**src/rtl/uart_cfg_sequencer.sv**
```systemverilog
// rtl/uart_cfg_sequencer.sv - line-coding change sequencer: drain, divide, load UART config
module uart_cfg_sequencer #(
   parameter int unsigned CLK_FREQ    = 60000000,
   parameter int unsigned TIMEOUT_CYC = 65535
) (
   input  logic        PHY_CLKOUT,
   input  logic        RESET_IN,
   input  logic        uart_en_i,
   input  logic [31:0] cfg_baud_i,
   input  logic [7:0]  cfg_stop_i,
   input  logic [7:0]  cfg_parity_i,
   input  logic [7:0]  cfg_data_bits_i,
   input  logic        uart_busy_i,
   input  logic        fifo_empty_i,
   output logic        uart_hold_o,
   output logic [15:0] div_o,
   output logic [2:0]  parity_o,
   output logic [1:0]  stop_o,
   output logic [3:0]  data_bits_o,
   output logic        cfg_load_o,
   output logic [4:0]  cfg_err_o
);

   // Reset divisor is the rounded divisor for the default 115200 baud request.
   localparam logic [63:0] DIV_RST_W = (64'(CLK_FREQ) + 64'd57600) / 64'd115200;
   localparam logic [15:0] DIV_RST   = DIV_RST_W[15:0];
   localparam logic [32:0] CLK_NUM   = 33'(CLK_FREQ);
   // Last DRAIN count value before the drain wait is abandoned.
   localparam logic [31:0] TO_LAST_W = (TIMEOUT_CYC == 0) ? 32'd0 : (32'(TIMEOUT_CYC) - 32'd1);
   localparam logic [15:0] TO_LAST   = TO_LAST_W[15:0];

   typedef enum logic [1:0] {
      ST_IDLE   = 2'd0,
      ST_DRAIN  = 2'd1,
      ST_DIVIDE = 2'd2,
      ST_LOAD   = 2'd3
   } state_t;

   state_t      state;

   // Last applied request, used for change detection.
   logic [31:0] shadow_baud;
   logic [7:0]  shadow_stop;
   logic [7:0]  shadow_parity;
   logic [7:0]  shadow_data_bits;

   // Request captured at the start of a sequence.
   logic [31:0] pend_baud;
   logic [7:0]  pend_stop;
   logic [7:0]  pend_parity;
   logic [7:0]  pend_data_bits;
   logic        pend_timeout;

   logic [15:0] drain_cnt;
   logic [5:0]  bit_cnt;
   logic [32:0] num_q;
   logic [31:0] rem_q;
   logic [32:0] quo_q;

   logic        cfg_diff;
   logic        uart_idle;
   logic [32:0] rem_shift;
   logic [32:0] rem_sub;
   logic        rem_ge;
   logic [15:0] div_next;
   logic        baud_bad;
   logic        parity_bad;
   logic        stop_bad;
   logic        data_bits_bad;

   // Change detection against the shadow and the drain exit condition.
   always_comb begin
      cfg_diff  = (cfg_baud_i != shadow_baud) || (cfg_stop_i != shadow_stop) ||
                  (cfg_parity_i != shadow_parity) || (cfg_data_bits_i != shadow_data_bits);
      uart_idle = !uart_busy_i && fifo_empty_i;
   end

   // One restoring-divider step: shift in the next numerator bit, subtract if it fits.
   always_comb begin
      rem_shift = {rem_q, num_q[32]};
      rem_ge    = (rem_shift >= {1'b0, pend_baud});
      rem_sub   = rem_shift - {1'b0, pend_baud};
   end

   // Validate the pending request and clamp the quotient into the usable divisor range.
   always_comb begin
      div_next = div_o;
      baud_bad = 1'b0;
      if (pend_baud == 32'd0) begin
         baud_bad = 1'b1;
      end else if (quo_q > 33'd65535) begin
         div_next = 16'hFFFF;
         baud_bad = 1'b1;
      end else if (quo_q < 33'd4) begin
         div_next = 16'd4;
         baud_bad = 1'b1;
      end else begin
         div_next = quo_q[15:0];
      end
      parity_bad    = (pend_parity > 8'd4);
      stop_bad      = (pend_stop > 8'd2);
      data_bits_bad = (pend_data_bits < 8'd5) || (pend_data_bits > 8'd8);
   end

   // Sequencer FSM with registered outputs.
   always_ff @(posedge PHY_CLKOUT) begin
      if (RESET_IN) begin
         state            <= ST_IDLE;
         shadow_baud      <= 32'd115200;
         shadow_stop      <= 8'd0;
         shadow_parity    <= 8'd0;
         shadow_data_bits <= 8'd8;
         pend_baud        <= 32'd0;
         pend_stop        <= 8'd0;
         pend_parity      <= 8'd0;
         pend_data_bits   <= 8'd0;
         pend_timeout     <= 1'b0;
         drain_cnt        <= 16'd0;
         bit_cnt          <= 6'd0;
         num_q            <= 33'd0;
         rem_q            <= 32'd0;
         quo_q            <= 33'd0;
         uart_hold_o      <= 1'b0;
         div_o            <= DIV_RST;
         parity_o         <= 3'd0;
         stop_o           <= 2'd0;
         data_bits_o      <= 4'd8;
         cfg_load_o       <= 1'b0;
         cfg_err_o        <= 5'd0;
      end else begin
         cfg_load_o <= 1'b0;
         case (state)
            ST_IDLE: begin
               uart_hold_o <= 1'b0;
               if (uart_en_i && cfg_diff) begin
                  pend_baud      <= cfg_baud_i;
                  pend_stop      <= cfg_stop_i;
                  pend_parity    <= cfg_parity_i;
                  pend_data_bits <= cfg_data_bits_i;
                  pend_timeout   <= 1'b0;
                  drain_cnt      <= 16'd0;
                  uart_hold_o    <= 1'b1;
                  state          <= ST_DRAIN;
               end
            end
            ST_DRAIN: begin
               if (uart_idle || (drain_cnt >= TO_LAST)) begin
                  // A timeout only counts when the UART is still not idle.
                  pend_timeout <= !uart_idle;
                  num_q        <= CLK_NUM + {2'b00, pend_baud[31:1]};
                  rem_q        <= 32'd0;
                  quo_q        <= 33'd0;
                  bit_cnt      <= 6'd0;
                  state        <= ST_DIVIDE;
               end else begin
                  drain_cnt <= drain_cnt + 16'd1;
               end
            end
            ST_DIVIDE: begin
               if (pend_baud == 32'd0) begin
                  state <= ST_LOAD;
               end else begin
                  num_q <= {num_q[31:0], 1'b0};
                  rem_q <= rem_ge ? rem_sub[31:0] : rem_shift[31:0];
                  quo_q <= {quo_q[31:0], rem_ge};
                  if (bit_cnt == 6'd32) begin
                     state <= ST_LOAD;
                  end else begin
                     bit_cnt <= bit_cnt + 6'd1;
                  end
               end
            end
            ST_LOAD: begin
               div_o <= div_next;
               if (!parity_bad) begin
                  parity_o <= pend_parity[2:0];
               end
               if (!stop_bad) begin
                  stop_o <= pend_stop[1:0];
               end
               if (!data_bits_bad) begin
                  data_bits_o <= pend_data_bits[3:0];
               end
               cfg_err_o        <= {pend_timeout, data_bits_bad, stop_bad, parity_bad, baud_bad};
               cfg_load_o       <= 1'b1;
               uart_hold_o      <= 1'b0;
               shadow_baud      <= pend_baud;
               shadow_stop      <= pend_stop;
               shadow_parity    <= pend_parity;
               shadow_data_bits <= pend_data_bits;
               state            <= ST_IDLE;
            end
            default: state <= ST_IDLE;
         endcase
      end
   end

endmodule

```
**config.mk**
```make
export PLATFORM = sky130hd
export DESIGN_NAME = uart_cfg_sequencer
export DESIGN_NICKNAME = d
export VERILOG_FILES = /design/src/rtl/uart_cfg_sequencer.sv
export SDC_FILE = /design/constraint.sdc
export NUM_CORES = 1
export LEC_CHECK = 0
export CORE_MARGIN = 2
export CORE_UTILIZATION = 35
export DETAILED_ROUTE_END_ITERATION = 8
export PLACE_DENSITY = 0.57
export RECOVER_POWER = 100
export SKIP_LAST_GASP = 1
export SYNTH_ARGS = -nofsm -noshare
export SYNTH_HDL_FRONTEND = slang
export SYNTH_SLANG_ARGS = --single-unit
```
**constraint.sdc**
```tcl
create_clock -name PHY_CLKOUT -period 3.5 [get_ports PHY_CLKOUT]
set_input_delay 0.7 -clock PHY_CLKOUT [delete_from_list [all_inputs] [get_ports PHY_CLKOUT]]
set_output_delay 0.7 -clock PHY_CLKOUT [all_outputs]
set_load 0.005 [all_outputs]
```
# Word level (Yosys, flattened, before mapping)
# Index checks and enable logic that the tools add are counted.
# W data, S select, Z words.
[totals]
ff_bits = 267
output_inout_bits = 32
[op_classes]
add_sub_neg = 4
order_cmp = 8
n_eq_ne = 14
muxes = 33
n_bitwise = 4
n_reduce_logical = 24
[ops]
columns = ["op", "n"]
rows = [
  ["$mux W33", 4],
  ["$pmux W33 S2", 2],
  ["$mux W32", 3],
  ["$mux W16", 4],
  ["$pmux W32 S2", 1],
  ["$ge A33 B32 Y1", 1],
  ["$gt A33 B16 Y1 const B", 1],
  ["$lt A33 B3 Y1 const B", 1],
  ["$add A26 B31 Y32 const A", 1],
  ["$logic_not A32 Y1", 1],
  ["$ne A32 B32 Y1", 1],
  ["$pmux W16 S2", 1],
  ["$sub A32 B32 Y32", 1],
  ["$ne A8 B8 Y1", 3],
  ["$mux W6", 3],
  ["$add A16 B1 Y16 const B", 1],
  ["$ge A16 B16 Y1 const B", 1],
  ["$pmux W6 S2", 1],
  ["$reduce_and A3 Y1", 4],
  ["$ne A2 B2 Y1 const B", 5],
  ["$reduce_and A2 Y1", 5],
  ["$gt A8 B2 Y1 const B", 1],
  ["$gt A8 B3 Y1 const B", 1],
  ["$gt A8 B4 Y1 const B", 1],
  ["17 further kinds", 39],
]

# Logic depth before layout (Yosys ltp)
[depth]
ltp_word = 7
depth_mapped = 15

# Worst setup path after synthesis
# No wires, ideal clock.
[synth_timing]
kind = "register to register"
from = "register pend_baud[12]"
to = "register quo_q[0]"
setup_ns = 0.128
arrival_time_ns = 2.614
t_required_ns = 3.372
path_slack_ns = 0.759
stages_incl_launch_ff = 15
n_path_buf = 3
cell_sequence = "dfxtp_1 inv_1 ha_1 clkbuf_1 a21o_1 nor2_1 o21ai_0 o31ai_2 o41ai_4 a31oi_2 buf_2 buf_2 nor2_1 a21oi_1 nor2_1"
[synth_via]
elab_chain_cells = 3
word_cells_on_any_way = 6
classes_between = "order compare (1); eq/ne (1); mux (2); reduce/logical (2)"
[synth_lines]
columns = ["element", "line", "text"]
rows = [
  ["from (decl)", "48", "logic [31:0] pend_baud;"],
  ["from (signal assigned)", "136", "pend_baud <= cfg_baud_i;"],
  ["$ge A33 B32 Y1 or $logic_not A32 Y1 (tied branches)", "81, 160", ""],
  ["$mux W33 or $ne A2 B2 Y1 (tied branches)", "-", ""],
  ["$pmux W33 S2 or $reduce_and A3 Y1 (tied branches)", "-", ""],
  ["to (signal assigned)", "165", "quo_q <= {quo_q[31:0], rem_ge};"],
  ["to (decl)", "58", "logic [32:0] quo_q;"],
]
# Several ways; a longest one is shown, not always the timed one. The select of a mux whose other input is x is not followed.
# A chain may end at the register's enable or synchronous reset.

# Worst setup path in the final report
[layout_timing]
from = "input port cfg_baud_i[13]"
to = "register pend_stop[4]"
[layout_via]
elab_chain_cells = 6
[layout_lines]
columns = ["element", "line", "text"]
rows = [
  ["from (decl)", "9", "input logic [31:0] cfg_baud_i,"],
  ["$ne A32 B32 Y1", "73", "cfg_diff = (cfg_baud_i != shadow_baud) || (cfg_stop_i != shadow_stop) ||"],
  ["$logic_or A1 B1 Y1 (2 in series)", "73", ""],
  ["$logic_or A1 B1 Y1", "74", "(cfg_parity_i != shadow_parity) || (cfg_data_bits_i != shadow_data_bits);"],
  ["$logic_and A1 B1 Y1", "135", "if (uart_en_i && cfg_diff) begin"],
  ["$reduce_and A2 Y1 (no line)", "-", ""],
  ["to (signal assigned)", "137", "pend_stop <= cfg_stop_i;"],
  ["to (decl)", "49", "logic [7:0] pend_stop;"],
]
# Every way passes these cells.

==> summary.md <==
| Metric | Value |
|---|---|
| Clk_lat worst skew | `0.57 ns` |
| GR Util All Layers | `17.8%` |
| Via count | `11229` |
| Rows | `71` |
| CTS Buffer Depth | `3` |
| Setup Fix Bufs, Post-CTS | `0` |
| Hpwl dp | `24800 um` |
| Die area | `0.0395 mm2` |
| Crit path cell chain | `clkdlybuf4s50_1 > xnor2_1 > nand4_1 > nor4_1 > nand3_1 > o31ai_2 > clkbuf_1 > inv_1 > nand2_1 > clkbuf_2 > mux2i_1 > nor2_1` |
| FF+latch count, synth | `267` |
| Drt wl/cell | `16.0 um` |
| Final Max Slew Viols | `82` |
| First-pass GRT wire length | `56800 um` |
| Final number of setup-violating endpoints | `0` |
| Max IR drop VDD | `0.449 mV` |
| EDFF count, synth | `0` |
| Drt pass-1 iters | `6` |
| Area delta synth->final | `19.9%` |
| Worst EP arrival | `3.71 ns` |
| Mapped Cells | `1580` |
| Crit Path Max Fanout | `6` |
| Die X | `199 um` |
| Root Buffer | `clkbuf_16` |
| Worst slew margin | `-10.8%` |
| Die height | `199 um` |
| Worst hold path class | `flip-flop to flip-flop` |
| Fin crit period | `3.29 ns` |
| Worst-path clk slew | `0.06 ns` |
| Failing checks | `max-capacitance violations, max-slew violations` |
| Congestion Overflow GR | `0` |
| Worst slack, placed | `0.0188 ns` |
| Most frequent cells in the layout | `267 x dfxtp_1, 236 x nor2_1, 130 x nand2_1, 125 x mux2i_1, 106 x a21oi_1` |
| Leak | `6.32 nW` |
| Status | `finished, violations left` |
| Family with the most delay on the worst path | `buffers and inverters` |
| Via density | `5.12` |
| Reg-to-Reg Start | `pend_baud[5]` |
| Setup TNS Final | `0 ns` |
| ANT cells | `0` |
| Share of the synthesized area in the top cell type | `40.3%` |
| YS warnings | `0` |
| WP data required | `3.92 ns` |
| Critical path class | `primary input to flip-flop` |
| F_max | `0.304 GHz` |
| Slowest stage delay, CP | `0.45 ns` |
| Initial Utilization | `35.4%` |
| TritonCTS Sinks | `267` |
| Final setup margin | `0.208 ns` |
| Initial antenna violation count | `0` |
| CP Launch Type | `primary input` |
| CTS-repair resized insts | `0` |
| Drt total wl | `35000 um` |
| Final Hold Fails | `0` |
| Worst path slowest cell | `xnor2_1` |
| Part of the cycle the worst path needs | `94.1%` |
| PwrDens | `669 mW/mm2` |
| Routed Antenna Nets | `0` |
| Max Cap Viol | `1` |
| Share of cells above drive strength 1 | `7.08%` |
| Yosys top cell by area | `dfxtp_1` |
| Async set or reset register ratio after synthesis | `0%` |
| IO Pins | `93` |
| RD Place Congestion | `0.883` |
| Area contributors post-synth | `dfxtp_1 40%, mux2i_1 9.4%, nor2_1 6.7%` |
| Ys flop type | `dfxtp_1` |
| Syn Nets | `1683` |
| Largest net degree at the start of global routing | `91` |
| Worst Setup End Kind | `flip-flop` |
| Initial DRC count | `766` |
| WP buf/inv | `4` |
| Syn Std Cell Area | `0.0133 mm2` |
| Vias in the first global route | `10577` |
| RSZ-0062 raised after global routing | `false` |
| H-tree levels | `1` |
| Hold_buf cts | `0` |
| Average size of a mapped cell | `8.39 um2` |
| Inserted Clock Buffers | `30` |
| Final net count | `1761` |
| Hold Crit Start | `num_q[28]` |
| Critical Path Source | `cfg_baud_i[13]` |
| Drt drc | `0` |
| Core footprint | `0.0375 mm2` |
| Fillers | `3832` |
| Worst-Margin Slew | `1.66 ns` |
| Clock Skews | `0.0256 ns` |
| Sequential share of the synthesized area | `40.3%` |
| Port bufs | `92` |
| Netlist cell types | `64` |
| Commonest non-fill, non-tap cell in the layout | `dfxtp_1` |
| CTS tree | `yes` |
## cell type report
type	count	area [um2]	share of cell area (%)
clock buffers	43	891	5.60
clock inverters	12	175	1.10
flip-flops and latches	267	5350	33.6
multi-input cells	1161	7310	46.0
well taps	511	639	4.02
repair buffers	145	1340	8.43
inverters	53	199	1.25
## cell usage after synthesis, types with 2 or more instances
| cell | number |
|---|---|
| or3_1 | 3 |
| nand2b_1 | 6 |
| nand4_1 | 21 |
| dfxtp_1 | 267 |
| buf_2 | 16 |
| xor2_1 | 62 |
| inv_1 | 52 |
| and2_1 | 5 |
| o21ai_1 | 11 |
| o31ai_2 | 2 |
| o31ai_1 | 5 |
| buf_1 | 13 |
| mux2i_1 | 125 |
| or4_1 | 2 |
| a311oi_1 | 2 |
| a211o_1 | 5 |
| nor2b_1 | 15 |
| clkbuf_1 | 69 |
| nand3_1 | 50 |
| a21o_1 | 23 |
| or2_2 | 4 |
| o211ai_1 | 2 |
| nor4_1 | 28 |
| and3_1 | 13 |
| and4_1 | 5 |
| ha_1 | 41 |
| xnor2_1 | 53 |
| o21bai_1 | 6 |
| o21a_1 | 5 |
| a21oi_1 | 106 |
| a32oi_1 | 11 |
| a41oi_1 | 2 |
| a211oi_1 | 34 |
| nor2_1 | 237 |
| a22o_1 | 3 |
| a21boi_0 | 2 |
| o21ai_0 | 62 |
| o22ai_1 | 2 |
| a31oi_1 | 13 |
| nor3_1 | 44 |
| nand2_1 | 130 |
## flip-flops by register name, summed over array words and instances (netlist names), 16 cells and up
register / count
rem_q: 32
drain_cnt: 16
shadow_baud: 32
quo_q: 33
pend_baud: 32
num_q: 33
div_o: 16
## metrics by stage
stage	cells	cell area [um2]	power (mW)	hold slack, ns	utilization [%]
CTS	2192	16000	10.8	0.459	42.6
floorplan	1580	13300	6.24	0.431	-
global route	2192	15900	11.3	0.475	42.4
global placement	2137	14900	7.36	0.441	39.8
detailed placement	2137	14900	7.41	0.450	39.8
finish	2192	15900	10.6	0.455	42.4
## tightest hold or removal path, cell delays in order, from the launching register on
cell and delay (ns):
dfxtp_1 0.30, nand2_1 0.05, a21oi_1 0.05
## where the power goes
| group | switching, mW | internal, mW | leakage, nW |
|---|---|---|---|
| clock | 1.29 | 2.06 | 0.515 |
| combinational | 2.20 | 1.41 | 3.64 |
| sequential | 0.284 | 3.40 | 2.17 |
## path summary, 6_finish.rpt
path,endpoint,slack (ns),cells past startpoint
max,pend_stop[4],0.21,12
min reg2reg,num_q[28],0.45,2
min,num_q[28],0.45,2
max reg2reg,rem_q[9],0.29,10
## metal layers
layer,GRT usage [%],up-vias,wire length [um]
met5,0,-,0
met4,4.89,0,837
met3,2.27,54,1340
li1,-,5666,-
met2,28.5,242,15400
met1,25.1,5267,17400
## kinds of logic (layout without fill, tap and decap cells)
| family | Yosys count | after routing | synth area share, % |
|---|---|---|---|
| mux | 126 | 126 | 9.52 |
| compound gates | 310 | 310 | 14.8 |
| buf+inv | 152 | 253 | 4.48 |
| flops | 267 | 267 | 40.3 |
| simple gates | 568 | 568 | 19.2 |
| xor+xnor | 115 | 115 | 7.60 |
| fa+ha+maj | 42 | 42 | 4.02 |
No activity file was read; power rests on OpenSTA's default activity.
